==> config.mk <==
export PLATFORM = sky130hd
export DESIGN_NAME = sdp_wdma_intr_tracker_flat
export DESIGN_NICKNAME = d
export VERILOG_FILES = /design/src/rtl/sdp_wdma_intr_tracker_if.sv /design/src/rtl/sdp_wdma_intr_tracker.sv /design/src/flat_wrapper.sv
export SDC_FILE = /design/constraint.sdc
export NUM_CORES = 1
export LEC_CHECK = 0
export CAP_MARGIN = 25
export CORE_MARGIN = 2
export CORE_UTILIZATION = 40
export CTS_BUF_LIST = sky130_fd_sc_hd__clkbuf_16
export DETAILED_ROUTE_END_ITERATION = 7
export PLACE_DENSITY_LB_ADDON = 0.1
export SYNTH_ARGS = -nofsm -noshare
export SYNTH_HDL_FRONTEND = slang
export SYNTH_SLANG_ARGS = --single-unit
==> constraint.sdc <==
create_clock -name nvdla_core_clk -period 4.3 [get_ports nvdla_core_clk]
set_clock_uncertainty 0.05 [all_clocks]
set_input_delay 0.86 -clock nvdla_core_clk [delete_from_list [all_inputs] [get_ports nvdla_core_clk]]
set_output_delay 0.86 -clock nvdla_core_clk [all_outputs]
set_load 0.005 [all_outputs]
==> src/rtl/sdp_wdma_intr_tracker_if.sv <==
// ---------------------------------------------------------------------------
// sdp_wdma_intr_tracker_if
//   Groups the signals between the SDP WDMA data stage, the MCIF/CVIF write
//   response paths and the GLB interrupt controller.
//   master : the environment (drives requests/completions, sees interrupts)
//   slave  : the tracker (consumes requests/completions, drives interrupts)
//   Signals:
//     intr_req_pvld / intr_req_ptr / intr_req_ram_type : layer-done request
//     mcif2sdp_wr_rsp_complete / cvif2sdp_wr_rsp_complete : write acks
//     sdp2glb_done_intr_pd : one-hot done pulse toward GLB
//     intr_idle / intr_ovf_err : status
// ---------------------------------------------------------------------------
interface sdp_wdma_intr_tracker_if;
    logic       intr_req_pvld;
    logic       intr_req_ptr;
    logic       intr_req_ram_type;
    logic       mcif2sdp_wr_rsp_complete;
    logic       cvif2sdp_wr_rsp_complete;
    logic [1:0] sdp2glb_done_intr_pd;
    logic       intr_idle;
    logic       intr_ovf_err;

    modport master (
        output intr_req_pvld, intr_req_ptr, intr_req_ram_type,
               mcif2sdp_wr_rsp_complete, cvif2sdp_wr_rsp_complete,
        input  sdp2glb_done_intr_pd, intr_idle, intr_ovf_err
    );

    modport slave (
        input  intr_req_pvld, intr_req_ptr, intr_req_ram_type,
               mcif2sdp_wr_rsp_complete, cvif2sdp_wr_rsp_complete,
        output sdp2glb_done_intr_pd, intr_idle, intr_ovf_err
    );
endinterface

==> src/rtl/sdp_wdma_intr_tracker.sv <==
// ---------------------------------------------------------------------------
// sdp_wdma_intr_tracker
//   Holds SDP WDMA layer-done interrupt requests in order and releases each
//   one to GLB only after its memory interface (MCIF or CVIF) has reported a
//   completed write. Completions that arrive early are banked in per-interface
//   counters and consumed when the matching request reaches the FIFO head.
//   Ports:
//     nvdla_core_clk  : core clock
//     nvdla_core_rstn : asynchronous active-low reset
//     intr_if         : request/completion inputs, done pulse and status
// ---------------------------------------------------------------------------
module sdp_wdma_intr_tracker #(
    parameter int DEPTH = 4,
    parameter int CNT_W = 3
) (
    input  logic                    nvdla_core_clk,
    input  logic                    nvdla_core_rstn,
    sdp_wdma_intr_tracker_if.slave  intr_if
);
    localparam int              AW       = (DEPTH > 1) ? $clog2(DEPTH) : 1;
    localparam logic [AW:0]     FULL_CNT = (AW + 1)'(DEPTH);
    localparam logic [CNT_W-1:0] CNT_MAX = '1;

    logic              fifo_ptr_q [DEPTH];
    logic              fifo_ram_q [DEPTH];
    logic [AW-1:0]     rd_q, rd_d;
    logic [AW-1:0]     wr_q, wr_d;
    logic [AW:0]       cnt_q, cnt_d;
    logic [CNT_W-1:0]  mc_cnt_q, mc_cnt_d;
    logic [CNT_W-1:0]  cv_cnt_q, cv_cnt_d;
    logic [1:0]        pd_q, pd_d;
    logic              ovf_q, ovf_d;

    logic empty, full, push, pop, head_ptr, head_ram;
    logic mc_inc, mc_dec, mc_sat, cv_inc, cv_dec, cv_sat;

    always_comb begin
        empty    = (cnt_q == '0);
        full     = (cnt_q == FULL_CNT);
        head_ptr = fifo_ptr_q[rd_q];
        head_ram = fifo_ram_q[rd_q];

        // Full is judged on registered state: a request arriving while full
        // is dropped even if the head pops in the same cycle.
        push = intr_if.intr_req_pvld && !full;
        pop  = !empty && (head_ram ? (mc_cnt_q != '0) : (cv_cnt_q != '0));

        wr_d  = push ? wr_q + AW'(1) : wr_q;
        rd_d  = pop  ? rd_q + AW'(1) : rd_q;
        cnt_d = cnt_q;
        if (push && !pop)
            cnt_d = cnt_q + (AW + 1)'(1);
        else if (pop && !push)
            cnt_d = cnt_q - (AW + 1)'(1);

        mc_inc = intr_if.mcif2sdp_wr_rsp_complete;
        mc_dec = pop && head_ram;
        mc_sat = mc_inc && !mc_dec && (mc_cnt_q == CNT_MAX);
        mc_cnt_d = mc_cnt_q;
        if (mc_inc && !mc_dec && !mc_sat)
            mc_cnt_d = mc_cnt_q + CNT_W'(1);
        else if (mc_dec && !mc_inc)
            mc_cnt_d = mc_cnt_q - CNT_W'(1);

        cv_inc = intr_if.cvif2sdp_wr_rsp_complete;
        cv_dec = pop && !head_ram;
        cv_sat = cv_inc && !cv_dec && (cv_cnt_q == CNT_MAX);
        cv_cnt_d = cv_cnt_q;
        if (cv_inc && !cv_dec && !cv_sat)
            cv_cnt_d = cv_cnt_q + CNT_W'(1);
        else if (cv_dec && !cv_inc)
            cv_cnt_d = cv_cnt_q - CNT_W'(1);

        ovf_d = ovf_q || (intr_if.intr_req_pvld && full) || mc_sat || cv_sat;
        pd_d  = pop ? (head_ptr ? 2'b10 : 2'b01) : 2'b00;
    end

    always_ff @(posedge nvdla_core_clk or negedge nvdla_core_rstn) begin
        if (!nvdla_core_rstn) begin
            for (int i = 0; i < DEPTH; i++) begin
                fifo_ptr_q[i] <= 1'b0;
                fifo_ram_q[i] <= 1'b0;
            end
            rd_q     <= '0;
            wr_q     <= '0;
            cnt_q    <= '0;
            mc_cnt_q <= '0;
            cv_cnt_q <= '0;
            pd_q     <= 2'b00;
            ovf_q    <= 1'b0;
        end else begin
            if (push) begin
                fifo_ptr_q[wr_q] <= intr_if.intr_req_ptr;
                fifo_ram_q[wr_q] <= intr_if.intr_req_ram_type;
            end
            rd_q     <= rd_d;
            wr_q     <= wr_d;
            cnt_q    <= cnt_d;
            mc_cnt_q <= mc_cnt_d;
            cv_cnt_q <= cv_cnt_d;
            pd_q     <= pd_d;
            ovf_q    <= ovf_d;
        end
    end

    assign intr_if.sdp2glb_done_intr_pd = pd_q;
    assign intr_if.intr_idle            = empty && (mc_cnt_q == '0) && (cv_cnt_q == '0);
    assign intr_if.intr_ovf_err         = ovf_q;
endmodule

==> src/flat_wrapper.sv <==
// flat-port wrapper written by rule: the top's interface ports become plain ports
module sdp_wdma_intr_tracker_flat 
#(
    parameter int DEPTH = 4,
    parameter int CNT_W = 3
)
  (nvdla_core_clk, nvdla_core_rstn, intr_if_intr_req_pvld, intr_if_intr_req_ptr, intr_if_intr_req_ram_type, intr_if_mcif2sdp_wr_rsp_complete, intr_if_cvif2sdp_wr_rsp_complete, intr_if_sdp2glb_done_intr_pd, intr_if_intr_idle, intr_if_intr_ovf_err);
  sdp_wdma_intr_tracker_if intr_if_i ();
  input  logic nvdla_core_clk;
  input  logic nvdla_core_rstn;
  input wire logic [$bits(intr_if_i.intr_req_pvld)-1:0] intr_if_intr_req_pvld;
  input wire logic [$bits(intr_if_i.intr_req_ptr)-1:0] intr_if_intr_req_ptr;
  input wire logic [$bits(intr_if_i.intr_req_ram_type)-1:0] intr_if_intr_req_ram_type;
  input wire logic [$bits(intr_if_i.mcif2sdp_wr_rsp_complete)-1:0] intr_if_mcif2sdp_wr_rsp_complete;
  input wire logic [$bits(intr_if_i.cvif2sdp_wr_rsp_complete)-1:0] intr_if_cvif2sdp_wr_rsp_complete;
  output wire logic [$bits(intr_if_i.sdp2glb_done_intr_pd)-1:0] intr_if_sdp2glb_done_intr_pd;
  output wire logic [$bits(intr_if_i.intr_idle)-1:0] intr_if_intr_idle;
  output wire logic [$bits(intr_if_i.intr_ovf_err)-1:0] intr_if_intr_ovf_err;
  assign intr_if_i.intr_req_pvld = intr_if_intr_req_pvld;
  assign intr_if_i.intr_req_ptr = intr_if_intr_req_ptr;
  assign intr_if_i.intr_req_ram_type = intr_if_intr_req_ram_type;
  assign intr_if_i.mcif2sdp_wr_rsp_complete = intr_if_mcif2sdp_wr_rsp_complete;
  assign intr_if_i.cvif2sdp_wr_rsp_complete = intr_if_cvif2sdp_wr_rsp_complete;
  assign intr_if_sdp2glb_done_intr_pd = intr_if_i.sdp2glb_done_intr_pd;
  assign intr_if_intr_idle = intr_if_i.intr_idle;
  assign intr_if_intr_ovf_err = intr_if_i.intr_ovf_err;
  sdp_wdma_intr_tracker #(.DEPTH(DEPTH), .CNT_W(CNT_W)) u_core (.nvdla_core_clk(nvdla_core_clk), .nvdla_core_rstn(nvdla_core_rstn), .intr_if(intr_if_i));
endmodule
# Word level (Yosys, flattened, before mapping)
# Index checks and enable logic that the tools add are counted.
dict set report classes {
  n_eq_ne 3
  magnitude_cmp 3
  n_bitwise 2
  n_mux 19
  n_addsub 8
  n_reduce_logical 40
}
# cell n
set op_table {}
lappend op_table {{logical AND 1 bit} 18}
lappend op_table {{two-way mux 3 bit} 6}
lappend op_table {{logical NOT 1 bit} 11}
lappend op_table {{adder 3 x 1 -> 3 bit (second input constant)} 3}
lappend op_table {{equality test 3 bit (second input constant)} 3}
lappend op_table {{logical NOT 3 bit} 3}
lappend op_table {{subtractor 3 x 1 -> 3 bit (second input constant)} 3}
lappend op_table {{bitwise mux 4 bit} 2}
lappend op_table {{greater-or-equal comparator 3 bit (second input constant)} 2}
lappend op_table {{two-way mux 1 bit} 6}
lappend op_table {{NOT 2 -> 3 bit} 2}
lappend op_table {{nonzero test 2 bit} 3}
lappend op_table {{nonzero test 3 bit} 2}
lappend op_table {{adder 2 x 1 -> 2 bit (second input constant)} 2}
lappend op_table {{binary-select mux 1 bit (select 2 bit)} 2}
lappend op_table {{two-way mux 2 bit} 2}
lappend op_table {{logical OR 1 bit} 3}
lappend op_table {{less-than comparator 3 x 1 -> 1 bit (second input constant)} 1}
lappend op_table {{demux 1 bit (select 2 bit)} 1}
dict set report word_totals {
  ff_bits 24
}

# Depth between registers and ports, before layout
dict set report logic_depth {
  depth_word 13
  depth_mapped 9
  ltp_nobuf 9
}

# Worst setup path after synthesis
# OpenSTA, ideal clock, no wires.
dict set report synth_path {
  path_type {register -> register}
  from {reg u_core.rd_q[0]}
  to {reg u_core.cnt_q[2]}
  slack_ns 1.753
  setup_ns 0.079
  arrival_time_ns 2.417
  stages_incl_launch_ff 10
  period_less_slack_ns 2.547
  cell_sequence {dfrtp_1 -> mux4_2 -> and3_2 -> nor2_1 -> ha_1 -> inv_1 -> fa_1 -> xor2_1 -> nor2_1 -> xor2_1}
}
dict set report synth_between {
  elab_chain_cells 9
  word_cells_on_any_way 11
}
# item line_no
set synth_lines {}
lappend synth_lines {{start, declared} sdp_wdma_intr_tracker.sv:26} ;# logic [AW-1:0] rd_q, rd_d;
lappend synth_lines {{start signal, assigned} sdp_wdma_intr_tracker.sv:96} ;# rd_q <= rd_d;
lappend synth_lines {{NOT 2 -> 3 bit (implied by the code) *} sdp_wdma_intr_tracker.sv:41} ;# head_ram = fifo_ram_q[rd_q];
lappend synth_lines {{binary-select mux 1 bit (select 2 bit) *} sdp_wdma_intr_tracker.sv:41}
lappend synth_lines {{two-way mux 1 bit (implied by the code) * (2 in a row)} sdp_wdma_intr_tracker.sv:41}
lappend synth_lines {{two-way mux 1 bit *} sdp_wdma_intr_tracker.sv:46} ;# pop = !empty && (head_ram ? (mc_cnt_q != '0) : (cv_cnt_q != '0));
lappend synth_lines {{logical AND 1 bit *} sdp_wdma_intr_tracker.sv:46}
lappend synth_lines {{logical NOT 1 bit} sdp_wdma_intr_tracker.sv:51} ;# if (push && !pop)
lappend synth_lines {{logical AND 1 bit} sdp_wdma_intr_tracker.sv:51}
lappend synth_lines {{two-way mux 3 bit / nonzero test 2 bit (equally long branches)} --}
lappend synth_lines {{end signal, assigned} sdp_wdma_intr_tracker.sv:98} ;# cnt_q <= cnt_d;
lappend synth_lines {{end, declared} sdp_wdma_intr_tracker.sv:28} ;# logic [AW:0] cnt_q, cnt_d;
# Mark *: on every way between the ends. The rest lies on a longest branch, timed or not. The select of a mux whose other input is x is not followed.
# A chain may end at the register's enable or synchronous reset.

# Final worst setup path
dict set report layout_path {
  from {in intr_if_intr_req_pvld}
  to {reg u_core.cnt_q[2]}
}
dict set report layout_between {
  elab_chain_cells 4
  word_cells_on_any_way 6
}
# item line_no
set layout_lines {}
lappend layout_lines {{start, declared} flat_wrapper.sv:11} ;# input wire logic [$bits(intr_if_i.intr_req_pvld)-1:0] intr_if_intr_req_pvld;
lappend layout_lines {{logical AND 1 bit *} sdp_wdma_intr_tracker.sv:45} ;# push = intr_if.intr_req_pvld && !full;
lappend layout_lines {{named net u_core.push} sdp_wdma_intr_tracker.sv:34} ;# logic empty, full, push, pop, head_ptr, head_ram;
lappend layout_lines {{logical NOT 1 bit} sdp_wdma_intr_tracker.sv:53} ;# else if (pop && !push)
lappend layout_lines {{logical AND 1 bit} sdp_wdma_intr_tracker.sv:53}
lappend layout_lines {{nonzero test 2 bit (no source line)} --}
# The timed path passes the listed nets; every way through them passes the cells marked *.

==> results.cfg <==
[power_and_ir_drop]
ir_drop_mv = 0.2717
finalPower_uw = 1382
power_density_nw_per_um2 = 906.2
p_leak_uw = 0.0006444

[sta]
slew_viol_final = 0
max_freq_mhz = 349.1
fin_crit_ns = 2.864
maxSlewHeadroom_pct = 62.24
setup_violations = 0
setup_tns_ns = 0
worst_slack_ns = 1.436
tightest_slew_ns = 0.5651
rsz0062_at_grt = false
hold_viol = 0
hold_ws_ns = 0.4487
finalCritPeriodShare_pct = 66.61

[synthesis]
syn_area_per_cell_um2 = 12.27
synth_area_leaders = dfrtp_1 (48%), mux2_2 (11%), xnor2_1 (5.6%)
synth_cells = 102
seq_area_frac_synth_pct = 48.00
synth_ff_type = dfrtp_1
synthDistinctLibCells = 27
ys_ff_latch = 24
synth.most_common_cell = dfrtp_1
syn-num-nets = 117
synth_top_area_cell = dfrtp_1
synth_area_um2 = 1251
synth_edf_count = 0
synth_top_area_share_pct = 48.00
yosysWarnings = 0
yosys-top-cells-count = dfrtp_1 (24), mux2_2 (12), nor2_1 (8), xnor2_1 (8), nand2_1 (7)
ys_async_sr_fraction_pct = 100.0

[place]
pre_cts_ws_ns = 1.185
hpwlAfterDp_um = 1607
portBuffers = 10
place.gp.congestion = 0.8134

[clock_tree]
cts-root-buf = clkbuf_16
clockBufferDepth = 2
cts-resized-gates = 0
cts_buffers = 3
clk_latency_ns = 0.26
htreeDepth = 1
cts.sinks = 24
hold_buffers = 0
path_clk_slew_ns = 0.06
post_cts_buffers = 0
cts_tree = built

[worst_setup_path]
endpoint_kind = flop
crit_fanout = 8
cp.arrival_ns = 3.00
worst_ep_required_time_ns = 4.43
path_class = primary input to flop
critPathLaunchType = primary input

[min_path]
min_path_type = flop to flop

[detailed_routing]
final_antenna_net_count = 0
wl_per_cell_um = 14.07
first_pass_iters = 4
wl_um = 2110
avgViaCountPerCell = 5.233
routed-via-count = 785
drtIter0Drc = 21
route.detailed.drc = 0

[grt]
track_usage_pct = 14.40
grt_pass1_wl_um = 3795
grt_max_degree = 20
antenna_found_initial = 0
overflow = 0
grt_pass1_vias = 838

[die]
pin_count = 11
dieArea_um2 = 3592
initial_core_util_pct = 41.67
rows = 20
die_y_um = 59.93
core_area_um2 = 3003
die_x_um = 59.93

[finish]
fill_cells = 272
drive_above_1_share_pct = 17.95
syn_to_final_growth_pct = 21.90
num_antenna_cells = 0
fin_util_pct = 50.79
fin_nets = 133

[job]
cap_violations = 0

[outcome]
status = finished clean
## critical path: stages
cell	delay, ns
clkdlybuf4s50_1	0.47
a21boi_1	0.49
ha_1	0.29
inv_1	0.06
fa_1	0.37
xor2_1	0.16
nor2_1	0.15
xor2_1	0.15
## routing by layer
| layer | global-route usage, % | wire, µm | up-vias |
|---|---|---|---|
| met5 | 0 | 0 | - |
| li1 | - | - | 388 |
| met1 | 18.37 | 958 | 380 |
| met3 | 2.597 | 74 | 4 |
| met4 | 5.714 | 23 | 0 |
| met2 | 24.07 | 1054 | 13 |
## power by group
group | total, µW | internal [µW] | switching [µW]
Sequential | 447 | 350 | 97.3
Clock | 263 | 185 | 78.2
Combinational | 672 | 364 | 307
## logic make-up (layout without fill, tap and decap cells)
group,after synthesis,after routing,synth area share (%)
xor gates and xnor gates,10,10,7.000
DFF,24,24,48.00
AOI/OAI and AO/OA,11,11,6.600
adders and majority gates,8,8,9.800
muxes,15,15,15.50
buffers and inverters,6,21,1.800
and+or+nand+nor,28,28,11.30
## final timing paths
check                                                 startpoint                                               end  slack, ns  depth (start not counted)
max                                        intr_if_intr_req_pvld                       u_core.cnt_q[2]$_DFFE_PN0P_       1.44                          8
min                        u_core.intr_if.intr_ovf_err$_DFF_PN0_             u_core.intr_if.intr_ovf_err$_DFF_PN0_       0.45                          2
max reg2reg                           u_core.rd_q[0]$_DFFE_PN0P_                       u_core.cnt_q[2]$_DFFE_PN0P_       1.47                          9
min reg2reg                u_core.intr_if.intr_ovf_err$_DFF_PN0_             u_core.intr_if.intr_ovf_err$_DFF_PN0_       0.45                          2
max in group asynchronous                        nvdla_core_rstn  u_core.intr_if.sdp2glb_done_intr_pd[1]$_DFF_PN0_       2.95                          2
min in group asynchronous                        nvdla_core_rstn                    u_core.cv_cnt_q[1]$_DFFE_PN0P_       0.83                          1
## cell type report
class | count | area [µm²] | area share, %
well taps | 33 | 41.29 | 2.707
inverters | 6 | 22.52 | 1.477
clock buffers | 3 | 75.07 | 4.922
flip-flops and latches | 24 | 600.6 | 39.38
clock inverters | 1 | 30.03 | 1.969
repair buffers | 11 | 127.6 | 8.368
multi-input cells | 72 | 628.1 | 41.18
## state kept, by name, summed over array words and instances (netlist names)
name / count
u_core.fifo_ptr_q: 4
u_core.fifo_ram_q: 4
u_core.cnt_q: 3
u_core.cv_cnt_q: 3
u_core.mc_cnt_q: 3
u_core.intr_if.sdp2glb_done_intr_pd: 2
u_core.rd_q: 2
u_core.wr_q: 2
u_core.intr_if.intr_ovf_err: 1
## stage by stage
step / cells / instance area [µm²]
6_report: 150 / 1525
3_5_place_dp: 146 / 1420
5_1_grt: 150 / 1525
2_1_floorplan: 102 / 1251
4_1_cts: 150 / 1525
3_3_place_gp: 145 / 1393
## placed cells by master, fill, tap and decap left out, drive strengths merged, types with 4 or more instances in the layout
cell           instances
xnor2                  8
nor2                   8
mux2                  12
inv                    6
clkdlybuf4s50         10
nand3                  4
dfrtp                 24
ha                     5
nand2                  7
No activity file was read; power rests on OpenSTA's default activity.
